[src/rtl/mlab_delay_pkg.sv]
// Shared constants and parity helpers for the MLAB-based programmable delay line.
package mlab_delay_pkg;

  // Register stages between din and dout beyond the programmed delay D.
  localparam int LAT_FIXED = 2;

  // Upper bound on payload width handled by gen_par; index width matches it.
  localparam int MAX_W  = 256;
  localparam int MAX_IW = 8;

  function automatic int num_par(input int data_width, input int par_group);
    return (data_width + par_group - 1) / par_group;
  endfunction

  // Even parity per PAR_GROUP-bit group; bit g covers data[g*par_group +: par_group].
  function automatic logic [MAX_W-1:0] gen_par(input logic [MAX_W-1:0] data,
                                               input int data_width,
                                               input int par_group);
    logic [MAX_W-1:0] par;
    par = '0;
    for (int i = 0; i < MAX_W; i++) begin
      if (i < data_width) begin
        par[MAX_IW'(i / par_group)] = par[MAX_IW'(i / par_group)] ^ data[MAX_IW'(i)];
      end
    end
    return par;
  endfunction

endpackage

[src/rtl/mlab_dp_ram.sv]
// Simple dual-port storage: synchronous write, asynchronous read, no reset on contents.
module mlab_dp_ram #(
  parameter int WIDTH      = 22,
  parameter int ADDR_WIDTH = 5
) (
  input  logic                  clk,
  input  logic                  we,
  input  logic [ADDR_WIDTH-1:0] waddr,
  input  logic [WIDTH-1:0]      wdata,
  input  logic [ADDR_WIDTH-1:0] raddr,
  output logic [WIDTH-1:0]      rdata
);

  localparam int DEPTH = 2 ** ADDR_WIDTH;

  (* ramstyle = "MLAB" *) logic [WIDTH-1:0] mem [0:DEPTH-1];

  always_ff @(posedge clk) begin
    if (we) begin
      mem[waddr] <= wdata;
    end
  end

  assign rdata = mem[raddr];

endmodule

[src/rtl/mlab_delay_line.sv]
// Runtime-programmable delay line with per-group parity written alongside each word
// and checked on read; a fill counter qualifies dout after reset or a delay change.
module mlab_delay_line
  import mlab_delay_pkg::*;
#(
  parameter int DATA_WIDTH = 20,
  parameter int ADDR_WIDTH = 5,
  parameter int PAR_GROUP  = 10
) (
  input  logic                  clk,
  input  logic                  rst,
  input  logic                  ena,
  input  logic [DATA_WIDTH-1:0] din,
  input  logic [ADDR_WIDTH-1:0] delay,
  input  logic                  inj_err,
  input  logic                  parity_err_in,
  input  logic                  err_clr,
  output logic [DATA_WIDTH-1:0] dout,
  output logic                  dout_valid,
  output logic                  parity_err_out,
  output logic                  err_sticky
);

  localparam int NUM_PAR = num_par(DATA_WIDTH, PAR_GROUP);
  localparam int DEPTH   = 2 ** ADDR_WIDTH;
  localparam int WORD_W  = DATA_WIDTH + NUM_PAR;
  localparam int FCW     = ADDR_WIDTH + 2;
  localparam logic [ADDR_WIDTH-1:0] DMAX = ADDR_WIDTH'(DEPTH - 2);
  localparam logic [FCW-1:0]        FMAX = FCW'(DEPTH + 2);

  logic [DATA_WIDTH-1:0] din_reg;
  logic [ADDR_WIDTH-1:0] delay_reg;
  logic                  inj_err_reg;
  logic [ADDR_WIDTH-1:0] wr_ptr_reg;
  logic [FCW-1:0]        fcnt_reg;
  logic [DATA_WIDTH-1:0] dout_reg;
  logic                  dout_valid_reg;
  logic                  parity_err_reg;
  logic                  err_sticky_reg;

  logic [ADDR_WIDTH-1:0] delay_clamped;
  logic [NUM_PAR-1:0]    wr_par;
  logic [WORD_W-1:0]     wr_word;
  logic                  wr_en;
  logic [ADDR_WIDTH-1:0] rd_addr;
  logic [WORD_W-1:0]     rd_word;
  logic [DATA_WIDTH-1:0] rd_data;
  logic [NUM_PAR-1:0]    rd_par;
  logic [NUM_PAR-1:0]    chk_par;
  logic [NUM_PAR-1:0]    grp_err;
  logic                  rd_mismatch;
  logic                  valid_next;
  logic                  parity_err_next;

  // Capping D at DEPTH-2 keeps the read address off the slot being written.
  assign delay_clamped = (delay > DMAX) ? DMAX : delay;

  assign wr_par  = NUM_PAR'(gen_par(MAX_W'(din_reg), DATA_WIDTH, PAR_GROUP))
                 ^ NUM_PAR'(inj_err_reg);
  assign wr_word = {wr_par, din_reg};
  assign wr_en   = ena & ~rst;
  assign rd_addr = wr_ptr_reg - ADDR_WIDTH'(1) - delay_reg;

  mlab_dp_ram #(
    .WIDTH      (WORD_W),
    .ADDR_WIDTH (ADDR_WIDTH)
  ) u_ram (
    .clk   (clk),
    .we    (wr_en),
    .waddr (wr_ptr_reg),
    .wdata (wr_word),
    .raddr (rd_addr),
    .rdata (rd_word)
  );

  assign rd_data = rd_word[DATA_WIDTH-1:0];
  assign rd_par  = rd_word[WORD_W-1:DATA_WIDTH];
  assign chk_par = NUM_PAR'(gen_par(MAX_W'(rd_data), DATA_WIDTH, PAR_GROUP));

  for (genvar gi = 0; gi < NUM_PAR; gi++) begin : g_chk
    assign grp_err[gi] = chk_par[gi] ^ rd_par[gi];
  end

  assign rd_mismatch = |grp_err;

  // Stale or never-written words are masked until the pipeline has refilled.
  assign valid_next      = (fcnt_reg >= (FCW'(delay_reg) + FCW'(LAT_FIXED)));
  assign parity_err_next = parity_err_in | (valid_next & rd_mismatch);

  always_ff @(posedge clk) begin
    if (rst) begin
      din_reg        <= '0;
      delay_reg      <= '0;
      inj_err_reg    <= 1'b0;
      wr_ptr_reg     <= '0;
      fcnt_reg       <= '0;
      dout_reg       <= '0;
      dout_valid_reg <= 1'b0;
      parity_err_reg <= 1'b0;
    end else if (ena) begin
      din_reg        <= din;
      delay_reg      <= delay_clamped;
      inj_err_reg    <= inj_err;
      wr_ptr_reg     <= wr_ptr_reg + ADDR_WIDTH'(1);
      if (delay_clamped != delay_reg) begin
        fcnt_reg <= '0;
      end else if (fcnt_reg != FMAX) begin
        fcnt_reg <= fcnt_reg + FCW'(1);
      end
      dout_reg       <= rd_data;
      dout_valid_reg <= valid_next;
      parity_err_reg <= parity_err_next;
    end
  end

  // Sticky flag ignores ena so software can always clear it; a new error wins.
  always_ff @(posedge clk) begin
    if (rst) begin
      err_sticky_reg <= 1'b0;
    end else if (parity_err_reg) begin
      err_sticky_reg <= 1'b1;
    end else if (err_clr) begin
      err_sticky_reg <= 1'b0;
    end
  end

  assign dout           = dout_reg;
  assign dout_valid     = dout_valid_reg;
  assign parity_err_out = parity_err_reg;
  assign err_sticky     = err_sticky_reg;

endmodule

[config.mk]
export PLATFORM = sky130hd
export DESIGN_NAME = mlab_delay_line
export DESIGN_NICKNAME = d
export VERILOG_FILES = /design/src/rtl/mlab_delay_pkg.sv /design/src/rtl/mlab_dp_ram.sv /design/src/rtl/mlab_delay_line.sv
export SDC_FILE = /design/constraint.sdc
export NUM_CORES = 1
export LEC_CHECK = 0
export BUFFER_PORTS_ARGS = -buffer_cell sky130_fd_sc_hd__buf_2
export CORE_MARGIN = 8
export CORE_UTILIZATION = 55
export DETAILED_ROUTE_END_ITERATION = 8
export PLACE_DENSITY = 0.82
export SLEW_MARGIN = 20
export SYNTH_ARGS = -nofsm -noshare
export SYNTH_HDL_FRONTEND = slang
export SYNTH_SLANG_ARGS = --single-unit
[constraint.sdc]
create_clock -name clk -period 10.7 [get_ports clk]
set_input_delay 1.07 -clock clk [delete_from_list [all_inputs] [get_ports clk]]
set_output_delay 1.07 -clock clk [all_outputs]
set_load 0.02 [all_outputs]
==> Word level (Yosys, flattened, before mapping) <==
Memories as Yosys holds them, arrays and structs flattened.
Index checks and enable logic that the tools add are counted.
{ "totals": {"reg_bits": 61, "mem_bits_rw": 704, "output_inout_bits": 23, "elab_cells": 73, "mem_count": 1} }
{ "mem_list": {"columns": ["name", "depth", "word_bits", "rd", "rd_clocked_by_memory_dff", "wr", "line", "text"], "rows": [
  ["u_ram.mem", 32, 22, 1, 0, 1, "mlab_dp_ram.sv:16", "(* ramstyle = \"MLAB\" *) logic [WIDTH-1:0] mem [0:DEPTH-1];"]
]} }
{ "classes": {"addsub": 5, "order_cmp": 2, "eq_ne": 2, "mux": 7, "n_bitwise": 43, "reduce_logical": 4} }
{ "ops": {"columns": ["op", "count"], "rows": [
  ["XOR 1 bit", 38],
  ["2-to-1 mux 7 bit", 2],
  ["adder 7 x 1 -> 7 bit, second input constant", 1],
  [">= comparator 7 x 6 -> 1 bit", 1],
  ["!= test 7 x 6 -> 1 bit, second input constant", 1],
  ["adder 5 x 2 -> 6 bit, second input constant", 1],
  ["adder 5 x 1 -> 5 bit, second input constant", 1],
  ["> comparator 5 bit, second input constant", 1],
  ["2-to-1 mux 5 bit", 1],
  ["!= test 5 bit", 1],
  ["subtractor 5 x 1 -> 5 bit, second input constant", 1],
  ["subtractor 5 bit", 1],
  ["2-to-1 mux 1 bit", 4],
  ["nonzero test 2 bit", 2],
  ["AND 1 bit", 2],
  ["AND reduction 2 bit", 1],
  ["OR reduction 2 bit", 1],
  ["XOR 2 x 1 -> 2 bit", 1],
  ["inverter 1 bit", 1],
  ["OR 1 bit", 1]
]} }

==> Longest topological paths before layout <==
An unclocked memory read counts as a cell.
{ "depth": {"word_depth": 16, "ltp_mapped": 19, "ltp_nobuf": 13} }

==> By module <==
Synthesis repeated with hierarchy kept, for this count alone.
{ "unflattened": {"hier_cells": 1836, "hier_area_um2": 30525.5} }
{ "by_module_without_submodules": {"columns": ["mod", "n_inst", "cells_each", "area_per_inst_um2", "seq_area_each_um2"], "rows": [
  ["mlab_dp_ram", 1, 1528, 27545.2, 21140.3],
  ["mlab_delay_line", 1, 308, 2980.4, 1221.2]
]} }

==> Worst setup path before layout <==
OpenSTA, ideal clock, no wires.
{ "synth_path": {"path_kind": "flip-flop to flip-flop", "start": "register delay_reg[0]", "end": "register parity_err_reg, in the netlist parity_err_out", "setup_ns": 0.153, "arrival_ns": 3.705, "required_time_ns": 10.547, "slack_ns": 6.842, "stages_incl_launch_ff": 15, "path_buffers": 3, "synth_period_minus_slack_ns": 3.858, "cell_sequence": "dfxtp_1 inv_1 ha_1 fa_1 buf_4 buf_4 buf_2 mux4_2 mux4_2 mux2i_1 xnor2_1 xnor2_1 xnor3_1 o21bai_1 a311oi_1"} }
{ "synth_via": {"elab_chain_len": 15, "elab_cells_between_ends": 27, "classes_between": "2 x add/sub; 1 x order compare; 22 x bitwise; 1 x reduce/logical; 1 x memory"} }
{ "synth_lines": {"columns": ["item", "line", "text"], "rows": [
  ["start, declared", "mlab_delay_line.sv:32", "logic [ADDR_WIDTH-1:0] delay_reg;"],
  ["start signal, assigned", "mlab_delay_line.sv:102", "delay_reg <= delay_clamped;"],
  ["subtractor 5 bit", "mlab_delay_line.sv:62", "assign rd_addr = wr_ptr_reg - ADDR_WIDTH'(1) - delay_reg;"],
  ["memory (32 x 22 bit)", null, null],
  ["XOR 1 bit (9 in a row)", "mlab_delay_pkg.sv:23", "par[MAX_IW'(i / par_group)] = par[MAX_IW'(i / par_group)] ^ data[MAX_IW'(i)];"],
  ["XOR 1 bit", "mlab_delay_line.sv:81", "assign grp_err[gi] = chk_par[gi] ^ rd_par[gi];"],
  ["OR reduction 2 bit", "mlab_delay_line.sv:84", "assign rd_mismatch = |grp_err;"],
  ["AND 1 bit *", "mlab_delay_line.sv:88", "assign parity_err_next = parity_err_in | (valid_next & rd_mismatch);"],
  ["OR 1 bit *", "mlab_delay_line.sv:88", null],
  ["end signal, assigned", "mlab_delay_line.sv:112", "parity_err_reg <= parity_err_next;"],
  ["end, declared", "mlab_delay_line.sv:38", "logic parity_err_reg;"]
]} }
Mark *: on every way between the ends. The rest lies on a longest branch, timed or not.
A chain may end at the register's enable or synchronous reset.

==> Worst setup path in the final report <==
Same ends and word-level chain as after synthesis.

==> impl_results.md <==
* Status: completed
* Most common cell in the netlist: edfxtp_1
* Clk_skew at just over 0.02 ns
* Worst-Skew Late Latency at 0.62 ns
* Lkg Pwr at 11.3 nW
* DRT Pass-1 Iters at 5
* Crit Path Max Fanout at 54
* Global-route wire length before repair at approximately 110000 um
* Syn Nets at 1568
* Clock power frac at 0.352
* CTS buffer count at 71
* Max VDD drop at 0.000125 V
* Ratio of cells with drive above 1 in the final layout at 0.275
* Yosys cell types at 63
* RSZ-0062 raised after global routing: false
* Period utilization at 0.497
* Dominant cells by area after synthesis: edfxtp_1 70%, mux4_2 14%, dfxtp_1 4.0%
* Core ar. at 54700 sq um
* Final Max Slew Viols at 0
* Switching Share at 0.255
* Met3 routed WL at 9030 um
* Nets at 1665
* CTS Sinks at 765
* Setup WS post-layout at around 5.4 ns
* Top Ports at 54
* Worst EP required at 11.13 ns
* Vias in the first global route at 16100
* Area growth from synthesis to layout at 12.3%
* Flop pwr share at 0.483
* Fmax achieved at 188 MHz
* Worst Path Class, Setup: reg2reg
* CTS tree: done
* Final WL at 75700 um
* Top_reg_cell synth: edfxtp_1
* ANT nets after route at 0
* Vias at about 16000
* Met2 wire len at approximately 37000 um
* GR Overflow Total at 0
* Critical path buffer and inverter count at 3
* DIE AREA at 62700 sq um
* CP Data Arrival Time at 5.74 ns
* Setup TNS at 0 ns
* Max reg flops at 704
* Vias per cell at 6.74
* Worst-margin pin slew at 1.19 ns
* Maxcap violations at 0
* Hold Vio Cnt, Final at 0
* Hold Buf Count CTS at 0
* Critical Path Max Stage Delay at 0.73 ns
* Ys async rst share at 0
* Avg Inst Size Synth at 19.9 sq um
* Number of setup violations in the final report at 0
* Clock transition at path regs at around 0.06 ns
* DRT met1 WL at ~26000 um
* Place WS at 5.47 ns
* CTS H-tree depth at 3
* Die span in x at 250 um
* Post-synth EDFFs at between 700 and 800
* Combinational group share of total power at 0.165
* DP HPWL at 39900 um
* Setup Fix Bufs, Post-CTS at 0
* Height of the die at 250 um
* Post-DR wirelength/cell at 31.8 um
* Initial antenna violation count at 0
* Post-synth top cells: 704 x edfxtp_1, 185 x mux4_2, 101 x nor2_1
* P_int at between 0.005 and 0.006 W
* Startpoint types: register
* Placer Congestion at 0.799
* Util after Layout at 0.620
* Slowest-stage cell, CP: buf_4
* Syn Std Cell Area at 30200 sq um
* I/O Buffers at 53
* Minimum clock period at 5.32 ns
* Drt drc at 0
* Hold crit path type: reg2reg
* Area leader, netlist: edfxtp_1
* Post-CTS sizing at 0
* Max Root-Sink Buffers at 3
* Root Driver: clkbuf_16
* Pwr/cell area at around 210 nW/um^2
* Total GRT Usage at 0.238
* Overall Power at 0.00700 W
* Critical Path End Type: register
* Initial core utilization at 0.553
* Rows at 86
* Uppermost routed layer: met4
* Switching Power at approximately 0.0018 W
* Flops & latches, synth at around 770
* Post-Syn Instances at 1519
* Initial DRC Count at around 2300
* Crit-path cells: inv_1, ha_4, fa_4, xor2_4, buf_4, buf_4, mux4_2, mux2i_1, mux2i_1, o21ai_0, xnor2_1, xnor3_1, xnor3_1, o21bai_1, a311oi_1
* Register area share after synthesis at 0.740
* Crit path max-delay family: buffers and inverters
* Ys Warns at 0
* Largest net degree at the start of global routing at 96
* Worst relative slew slack at 0.204
* Synth top area share at 0.700
[tightest hold or removal path: stages, from the launching register on]
cell and delay (ns):
dfxtp_1 0.31, nor2_1 0.08, a211oi_1 0.05
[cell usage in the layout (no fill, tap or decap), types with 16 or more instances in the layout]
master     netlist  final
a21oi_1         20     20
a31oi_1         16     16
buf_2           30     52
buf_4           23     46
clkbuf_16        0     75
clkinv_2         0     19
dfxtp_1         61     56
edfxtp_1       704    704
ha_1            17     16
mux2i_1         61     61
mux4_2         185    185
nand2_1         78     78
nand3_1         22     22
nor2_1         101     68
nor2_2           1     20
xnor2_1         30     27
xor2_1          17     17
[cell families (layout without fill, tap and decap cells)]
kind of cell / count (synthesis) / after routing / share of synthesized area
AND/OR/NAND/NOR: 242 / 242 / 0.0347
flip-flops: 765 / 765 / 0.740
AO/OA/AOI/OAI: 93 / 93 / 0.0213
multiplexers: 251 / 251 / 0.160
XOR/XNOR: 53 / 53 / 0.0179
adder cells (fa/ha/maj): 18 / 18 / 0.00770
other: 0 / 1 / 0
buffers and inverters: 97 / 253 / 0.0183
[through the flow]
step	hold WS (ns)	instance area (sq um)	instances
detailed placement	0.478	31600	2244
global route	0.534	33900	2379
floorplan	0.482	30200	1519
CTS	0.489	33800	2376
global placement	0.462	31400	2239
finish	0.494	33900	2380
[power by group through the flow]
stage	Sequential, W	Combinational, W	Clock (W)
floorplan	0.00346	0.000802	0
global placement	0.00344	0.00110	0
detailed placement	0.00344	0.00112	0
CTS	0.00338	0.00114	0.00247
global route	0.00338	0.00121	0.00259
finish	0.00338	0.00116	0.00246
[path summary, 6_finish.rpt]
| kind | startpoint | endpoint | slack [ns] | cells past startpoint |
|---|---|---|---|---|
| setup / recovery | delay_reg[0]$_SDFFE_PP0P_ | parity_err_out$_SDFFE_PP0P_ | 5.38 | 15 |
| hold / removal | dout_valid$_SDFFE_PP0P_ | dout_valid$_SDFFE_PP0P_ | 0.49 | 2 |
| setup reg to reg | delay_reg[0]$_SDFFE_PP0P_ | parity_err_out$_SDFFE_PP0P_ | 5.38 | 15 |
| hold reg to reg | dout_valid$_SDFFE_PP0P_ | dout_valid$_SDFFE_PP0P_ | 0.49 | 2 |
[final cells by class]
type,instances,area [sq um]
Antenna cell,1,2.50
Clock buffer,93,1980
Clock inverter,39,265
Fill cell,3488,20700
Inverter,14,52.6
Multi-Input combinational cell,657,7520
Sequential cell,765,22400
Tap cell,704,881
Timing Repair Buffer,107,846
[routing by layer]
layer / global-route usage / up-vias
met5: 0 / -
met4: 0.101 / 0
met3: 0.0632 / 220
met2: 0.388 / 1295
met1: 0.302 / 8200
li1: - / 6335
Power figures use the tool's default switching activity.
